**src/rtl/sd_block_responder.sv**
```systemverilog
// sd_block_responder: serves sector read/write requests from several
// block-device requesters over the sd_rd/sd_wr/sd_ack buffer interface.
// One sector (512 bytes) is moved per request between the requester's
// buffer and a byte-wide backing store with a mem_ready handshake.
module sd_block_responder #(
    parameter int UNITS     = 2,
    parameter int ACK_DELAY = 4,
    parameter int LBA_BITS  = 23
) (
    input  logic                                          clk_sys,
    input  logic                                          reset,
    input  logic [32*UNITS-1:0]                           sd_lba,
    input  logic [UNITS-1:0]                              sd_rd,
    input  logic [UNITS-1:0]                              sd_wr,
    output logic [UNITS-1:0]                              sd_ack,
    output logic [8:0]                                    sd_buff_addr,
    output logic [7:0]                                    sd_buff_dout,
    output logic                                          sd_buff_wr,
    input  logic [8*UNITS-1:0]                            sd_buff_din,
    output logic [LBA_BITS+8:0]                           mem_addr,
    output logic                                          mem_rd,
    output logic                                          mem_wr,
    output logic [7:0]                                    mem_wdata,
    input  logic [7:0]                                    mem_rdata,
    input  logic                                          mem_ready,
    output logic                                          busy,
    output logic [((UNITS > 1) ? $clog2(UNITS) : 1)-1:0]  active_unit
);

    localparam int UW = (UNITS > 1) ? $clog2(UNITS) : 1;
    localparam int CW = $clog2(ACK_DELAY) + 1;

    typedef enum logic [3:0] {
        IDLE    = 4'd0,
        ACKW    = 4'd1,
        RD_REQ  = 4'd2,
        RD_PUT  = 4'd3,
        WR_ADDR = 4'd4,
        WR_WAIT = 4'd5,
        WR_CAP  = 4'd6,
        WR_REQ  = 4'd7,
        DONE    = 4'd8
    } state_t;

    state_t                 state_r;
    logic [UW-1:0]          unit_r;
    logic [LBA_BITS-1:0]    lba_r;
    logic                   is_wr_r;
    logic [8:0]             offset_r;
    logic [CW-1:0]          cnt_r;

    logic                   found_s;
    logic [UW-1:0]          pick_s;
    logic [LBA_BITS-1:0]    pick_lba_s;
    logic                   pick_rd_s;
    logic [7:0]             din_s;
    logic [UNITS-1:0]       ack_sel_s;
    logic                   lba_unused_s;

    // LBA bits above LBA_BITS do not take part in addressing
    assign lba_unused_s = ^sd_lba;

    // Priority pick: scan from the top so the lowest requesting index wins
    always_comb begin
        found_s    = 1'b0;
        pick_s     = '0;
        pick_lba_s = '0;
        pick_rd_s  = 1'b0;
        for (int u = UNITS - 1; u >= 0; u--) begin
            if (sd_rd[u] || sd_wr[u]) begin
                found_s    = 1'b1;
                pick_s     = UW'(u);
                pick_lba_s = sd_lba[u*32 +: LBA_BITS];
                pick_rd_s  = sd_rd[u];
            end else begin
                found_s    = found_s;
            end
        end
    end

    // Steer the served unit's write-data lane and build its one-hot ack
    always_comb begin
        din_s     = 8'h00;
        ack_sel_s = '0;
        for (int u = 0; u < UNITS; u++) begin
            if (unit_r == UW'(u)) begin
                din_s        = sd_buff_din[u*8 +: 8];
                ack_sel_s[u] = 1'b1;
            end else begin
                ack_sel_s[u] = 1'b0;
            end
        end
    end

    // Transfer sequencer with all interface outputs registered
    always_ff @(posedge clk_sys or posedge reset) begin
        if (reset) begin
            state_r      <= IDLE;
            unit_r       <= '0;
            lba_r        <= '0;
            is_wr_r      <= 1'b0;
            offset_r     <= 9'd0;
            cnt_r        <= '0;
            sd_ack       <= '0;
            sd_buff_addr <= 9'd0;
            sd_buff_dout <= 8'h00;
            sd_buff_wr   <= 1'b0;
            mem_addr     <= '0;
            mem_rd       <= 1'b0;
            mem_wr       <= 1'b0;
            mem_wdata    <= 8'h00;
            busy         <= 1'b0;
            active_unit  <= '0;
        end else begin
            case (state_r)
                IDLE: begin
                    if (found_s) begin
                        unit_r      <= pick_s;
                        lba_r       <= pick_lba_s;
                        is_wr_r     <= ~pick_rd_s;
                        offset_r    <= 9'd0;
                        cnt_r       <= CW'(ACK_DELAY - 1);
                        active_unit <= pick_s;
                        busy        <= 1'b1;
                        state_r     <= ACKW;
                    end else begin
                        state_r     <= IDLE;
                    end
                end
                ACKW: begin
                    if (cnt_r == '0) begin
                        sd_ack <= ack_sel_s;
                        if (is_wr_r) begin
                            sd_buff_addr <= 9'd0;
                            state_r      <= WR_ADDR;
                        end else begin
                            mem_rd   <= 1'b1;
                            mem_addr <= {lba_r, 9'd0};
                            state_r  <= RD_REQ;
                        end
                    end else begin
                        cnt_r <= cnt_r - CW'(1);
                    end
                end
                RD_REQ: begin
                    // A stalled mem_ready simply holds here with ack high
                    if (mem_ready) begin
                        mem_rd       <= 1'b0;
                        sd_buff_dout <= mem_rdata;
                        sd_buff_addr <= offset_r;
                        sd_buff_wr   <= 1'b1;
                        state_r      <= RD_PUT;
                    end else begin
                        state_r      <= RD_REQ;
                    end
                end
                RD_PUT: begin
                    sd_buff_wr <= 1'b0;
                    if (offset_r == 9'd511) begin
                        sd_ack  <= '0;
                        state_r <= DONE;
                    end else begin
                        offset_r <= offset_r + 9'd1;
                        mem_rd   <= 1'b1;
                        mem_addr <= {lba_r, offset_r + 9'd1};
                        state_r  <= RD_REQ;
                    end
                end
                WR_ADDR: begin
                    state_r <= WR_WAIT;
                end
                WR_WAIT: begin
                    // Requester buffer RAM is registered: data lands one cycle after addr
                    state_r <= WR_CAP;
                end
                WR_CAP: begin
                    mem_wdata <= din_s;
                    mem_addr  <= {lba_r, offset_r};
                    mem_wr    <= 1'b1;
                    state_r   <= WR_REQ;
                end
                WR_REQ: begin
                    if (mem_ready) begin
                        mem_wr <= 1'b0;
                        if (offset_r == 9'd511) begin
                            sd_ack  <= '0;
                            state_r <= DONE;
                        end else begin
                            offset_r     <= offset_r + 9'd1;
                            sd_buff_addr <= offset_r + 9'd1;
                            state_r      <= WR_ADDR;
                        end
                    end else begin
                        state_r <= WR_REQ;
                    end
                end
                DONE: begin
                    busy    <= 1'b0;
                    state_r <= IDLE;
                end
                default: begin
                    state_r    <= IDLE;
                    sd_ack     <= '0;
                    sd_buff_wr <= 1'b0;
                    mem_rd     <= 1'b0;
                    mem_wr     <= 1'b0;
                    busy       <= 1'b0;
                end
            endcase
        end
    end

endmodule

```
**config.mk**
```make
export PLATFORM = sky130hd
export DESIGN_NAME = sd_block_responder
export DESIGN_NICKNAME = d
export VERILOG_FILES = /design/src/rtl/sd_block_responder.sv
export SDC_FILE = /design/constraint.sdc
export NUM_CORES = 1
export LEC_CHECK = 0
export BUFFER_PORTS_ARGS = -buffer_cell sky130_fd_sc_hd__buf_2
export CORE_MARGIN = 3
export CORE_UTILIZATION = 55
export CTS_BUF_LIST = sky130_fd_sc_hd__clkbuf_2
export DETAILED_ROUTE_END_ITERATION = 16
export PLACE_DENSITY_LB_ADDON = 0.1
export SLEW_MARGIN = 20
export SYNTH_ARGS = -nofsm -noshare
export SYNTH_HDL_FRONTEND = slang
export SYNTH_SLANG_ARGS = --single-unit
```
**constraint.sdc**
```tcl
create_clock -name clk_sys -period 7.6 [get_ports clk_sys]
set_clock_uncertainty 0.2 [all_clocks]
set_input_delay 1.52 -clock clk_sys [delete_from_list [all_inputs] [get_ports clk_sys]]
set_output_delay 1.52 -clock clk_sys [all_outputs]
set_load 0.02 [all_outputs]
```
* Word level (Yosys, flattened, before mapping)
Index checks and enable logic that the tools add are counted.
** Word-level totals
- Bits of input ports :: 95
- Output and inout port bits :: 64
- Bits in registers :: 104
- Word-level logic and storage cells :: 114
** Cells by class
- Add/subtract/negate cells :: 2
- Bitwise gates (word level) :: 6
- Eq/ne operators :: 18
- Reductions and logical operators :: 24
- Muxes and demuxes :: 49
** Operators by type and width (number)
- $mux 32 :: 3
- $pmux 32 s3 :: 1
- $mux 9 :: 8
- $pmux 9 s3 :: 2
- $mux 23 :: 2
- $pmux 4 s8 :: 1
- $reduce_or 7->1 :: 3
- $ne 2x2->1 const B :: 9
- $eq 4x3->1 const B :: 4
- $mux 4 :: 4
- $mux 1 :: 15
- $reduce_or 6->1 :: 2
- $reduce_and 2->1 :: 5
- $add 9x1->9 const B :: 1
- $eq 9x9->1 const B :: 1
- $mux 3 :: 3
- $reduce_and 3->1 :: 3
- $reduce_bool 3->1 :: 3
- $eq 4x2->1 const B :: 2
- $mux 8 :: 1
- $pmux 2 s4 :: 1
- $mux 2 :: 3
- $not 1->1 :: 6
- $pmux 3 s2 :: 1
- other kinds (13) :: 15

* Logic depth before layout (Yosys ltp)
- Depth after elaboration :: 5
- Mapped depth :: 10
- Mapped depth without buffers :: 8

* Worst setup path after synthesis
OpenSTA, ideal clock, no wires.
- Path kind :: input-to-reg
- Start point :: in mem_ready
- End point :: reg sd_buff_addr[0]
- Cell stages on the path :: 5
- Data arrival time :: 2989 ps
- Required time :: 7275 ps
- Path buffers :: 1
- Setup slack :: 4286 ps
- Cell sequence :: clkbuf_1 nor3b_1 a21o_1 a2111oi_4 mux2_2
** Between the ends
- Word-level cells in the longest chain between the ends :: 2
** Ends and longest elaborated chain
- from (decl) :: line 25 : input logic mem_ready,
- $ne 2x2->1 (no source line)
- $reduce_and 6->1 (no source line) *
- to (signal assigned) :: line 150 : sd_buff_addr <= offset_r;
- to (signal assigned) :: line 190 : sd_buff_addr <= offset_r + 9'd1;
- to (decl) :: line 16 : output logic [8:0] sd_buff_addr,
Mark *: on every way between the ends. The rest lies on a longest branch, timed or not.
A chain may end at the register's enable or synchronous reset.

==> metrics.csv <==
stage;metric;value;unit
status;status;finished clean;
setup_path;crit_path_max_incr_delay;790;ps
floorplanning;ios;159;
floorplanning;fp.dieArea;0.0104;mm2
global_routing;grt_max_degree;75;
logic_synthesis;synth_fa_ha_area_share;0.990;%
sta;finalCritPeriodShare;43.5;%
global_routing;grt_pass1_vias;3888;
route;wirelength;11400;um
logic_synthesis;synthMuxAreaShare;14.2;%
layout;stdcell_area;0.00590;mm2
logic_synthesis;synthTopCellsByCount;dfrtp_1 (104), mux2_2 (51), nor2_1 (42);
logic_synthesis;synth_top_area_cell;dfrtp_1;
floorplanning;core;0.00881;mm2
route;viasPerCell;5.78;
logic_synthesis;synth_edf_count;0;
layout;drive_gt1_share;38.5;%
sta;slew_violations;0;
placement;place_area;0.00580;mm2
setup_path;crit_path_end;active_unit;
sta;hold_slack;328;ps
clock_network;cts_hold_buf;0;
clock_network;clock_latency;550;ps
setup_path;cp_max_fo;12;
setup_path;cpLargestDelayFamily;flip-flops;
logic_synthesis;synth-seq-cells;104;
pwr;leakage;2.73;nW
logic_synthesis;synthCells;467;
setup_path;cp-startpoint;unit_r$_DFFE_PP0P_;
setup_path;crit_type;reg -> out;
layout;seq_area;0.00260;mm2
placement;io_buffers;140;
setup_path;endpoint_kind;output port;
logic_synthesis;synth_most_common_cell;dfrtp_1;
setup_path;path_depth;1;
logic_synthesis;synth_compound_area_share;15.7;%
floorplanning;die_h;102;um
logic_synthesis;mappedNetlistNets;566;
logic_synthesis;ys_async_sr_fraction;100;%
sta;fin_crit;3300;ps
route;drt_pass1_iterations;4;
logic_synthesis;synthXorXnorAreaFrac;0.520;%
setup_path;rr_endpoint;mem_addr[9]$_DFFE_PP0P_;
clock_network;clock_sinks;104;
placement;gp_congestion;0.865;
setup_path;cp-start-kind;flip-flop;
clock_network;numCtsBuffers;9;
sta;fin_tns_setup;0;ps
logic_synthesis;yosys_warnings;0;
sta;finalHoldViolations;0;
setup_path;reg2reg_depth;9;
logic_synthesis;yosys.area_share.simple;12.5;%
layout;multi_input_area;0.00225;mm2
logic_synthesis;synth_area_leaders;dfrtp_1 (51%), mux2_2 (11%), a21oi_1 (3.7%);
clock_network;cts-root-buf;clkbuf_2;
clock_network;clockBufferDepth;2;
route;final_antenna_net_count;0;
setup_path;cp_num_buf_inv;1;
layout;antenna_cells;0;
placement;hpwlAfterDp;8010;um
logic_synthesis;synth.yosys.seq_area_share;51.5;%
route;vias;4046;
logic_synthesis;netlist.area_leader.share;51.5;%
setup_path;cp_slowest_cell;dfrtp_1;
floorplanning;die_x;102;um
route;initialDrtViolationCount;212;
global_routing;antenna_found_initial;0;
setup_path;regToRegStartpoint;offset_r[0]$_DFFE_PP0P_;
setup_path;crit_chain;buf_2;
logic_synthesis;yosys.cell_types.count;62;
pwr;vdd_drop_max;259;uV
sta;setup_viol;0;
clock_network;post-cts-setup-buffer-count;0;
run;drv_cap;0;
clock_network;cts_tree;built;
logic_synthesis;ys.flop_type;dfrtp_1;
floorplanning;rows;34;
sta;fmax;0.303;GHz
layout;fillerInstances;725;
pwr;powerDensity;375;mW/mm2
hold_path;hold_path.class;reg -> reg;
floorplanning;start_util;57.4;%
logic_synthesis;syn_area;0.00505;mm2
global_routing;gr-usage-all-layers;22.5;%
setup_path;rrSetupSlack;4560;ps
setup_path;cp.required;5880;ps
sta;timing.max_slew.rel_slack;29.8;%
sta;tightest_slew;1050;ps
clock_network;cts_resized;0;
route;remaining_drc_errors;0;
logic_synthesis;syn_area_per_cell;10.8;um2
layout;area_delta_synth_final;16.8;%
layout;final_nets;686;
global_routing;grt_overflow;0;
setup_path;crit_arrival;1580;ps
logic_synthesis;synth_top_family_by_area;compound AO/OA/AOI/OAI gates;
route;wl_per_cell;16.3;um
global_routing;grt_pass1_wl;18600;um
sta;rsz0062_at_grt;false;
clock_network;cts.htree.levels;3;
pwr;total_power;2.21;mW
clock_network;clkTransAtPathRegs;280;ps
## final cells by class
| class | instances | area share [%] |
|---|---|---|
| tap | 108 | 2.29 |
| sequential | 104 | 44.1 |
| inverter | 13 | 0.869 |
| multi-input combinational | 311 | 38.1 |
| clock buffer | 10 | 0.848 |
| timing repair buffer | 148 | 13.0 |
| clock inverter | 6 | 0.890 |
## cells by family (layout without fill, tap and decap cells)
logic type	after synthesis	count (layout)
adders and majority gates	4	4
xor gates and xnor gates	3	3
DFF	104	104
buffers and inverters	52	177
AOI/OAI and AO/OA	120	120
muxes	65	65
and+or+nand+nor	119	119
## state kept, by name, indices dropped and copies added (netlist names)
| name | cells |
|---|---|
| state_r | 4 |
| mem_rd | 1 |
| sd_buff_addr | 9 |
| lba_r | 23 |
| mem_addr | 32 |
| mem_wdata | 8 |
| offset_r | 9 |
| is_wr_r | 1 |
| unit_r | 1 |
| busy | 1 |
| sd_ack | 2 |
| sd_buff_dout | 8 |
| mem_wr | 1 |
| cnt_r | 3 |
| sd_buff_wr | 1 |
## worst min-delay path by stage
stage / cells after the start / from / to
2_1_floorplan: 1 / cnt_r[1]$_DFFE_PP0P_ / cnt_r[1]$_DFFE_PP0P_
3_3_place_gp: 1 / cnt_r[1]$_DFFE_PP0P_ / cnt_r[1]$_DFFE_PP0P_
3_5_place_dp: 1 / cnt_r[1]$_DFFE_PP0P_ / cnt_r[1]$_DFFE_PP0P_
4_1_cts: 1 / cnt_r[1]$_DFFE_PP0P_ / cnt_r[1]$_DFFE_PP0P_
5_1_grt: 1 / cnt_r[1]$_DFFE_PP0P_ / cnt_r[1]$_DFFE_PP0P_
6_report: 1 / cnt_r[1]$_DFFE_PP0P_ / cnt_r[1]$_DFFE_PP0P_
## per-layer routing
metal | vias to the layer above | track usage (%) | routed length, um
met1 | 2008 | 30.5 | 4940
met5 | - | 0 | 0
li1 | 1941 | - | -
met2 | 89 | 37.4 | 5860
met3 | 8 | 3.69 | 479
met4 | 0 | 7.16 | 104
## per-stage QoR
stage          std cells  worst slack [ps]  utilization [%]
2_1_floorplan        467              3150                -
3_3_place_gp         683              4030             65.7
3_5_place_dp         684              4010             65.9
4_1_cts              700              4220             67.0
5_1_grt              700              4160             67.0
6_report             700              4300             67.0
## report_power, final
group          switching, mW  internal (mW)  total [mW]  leakage [nW]
Sequential             0.163          0.746       0.909          1.22
Combinational          0.594          0.473        1.07          1.45
Clock                  0.187         0.0494       0.237        0.0606
Total                  0.943           1.27        2.21          2.73
## cells in the final DEF (no fill, tap or decap), types with 5 or more instances in the layout
| master | count |
|---|---|
| a22o_1 | 6 |
| inv_1 | 12 |
| buf_2 | 140 |
| o22ai_1 | 29 |
| dfrtp_1 | 104 |
| mux2_2 | 51 |
| a21oi_1 | 37 |
| o211ai_1 | 6 |
| nor3_1 | 5 |
| or4_1 | 6 |
| nand2_1 | 22 |
| nor2_1 | 42 |
| nand3_1 | 15 |
| clkbuf_2 | 10 |
| mux2i_1 | 13 |
| o21ai_0 | 16 |
| buf_4 | 7 |
Note: power is estimated with default switching activity, not from simulation.
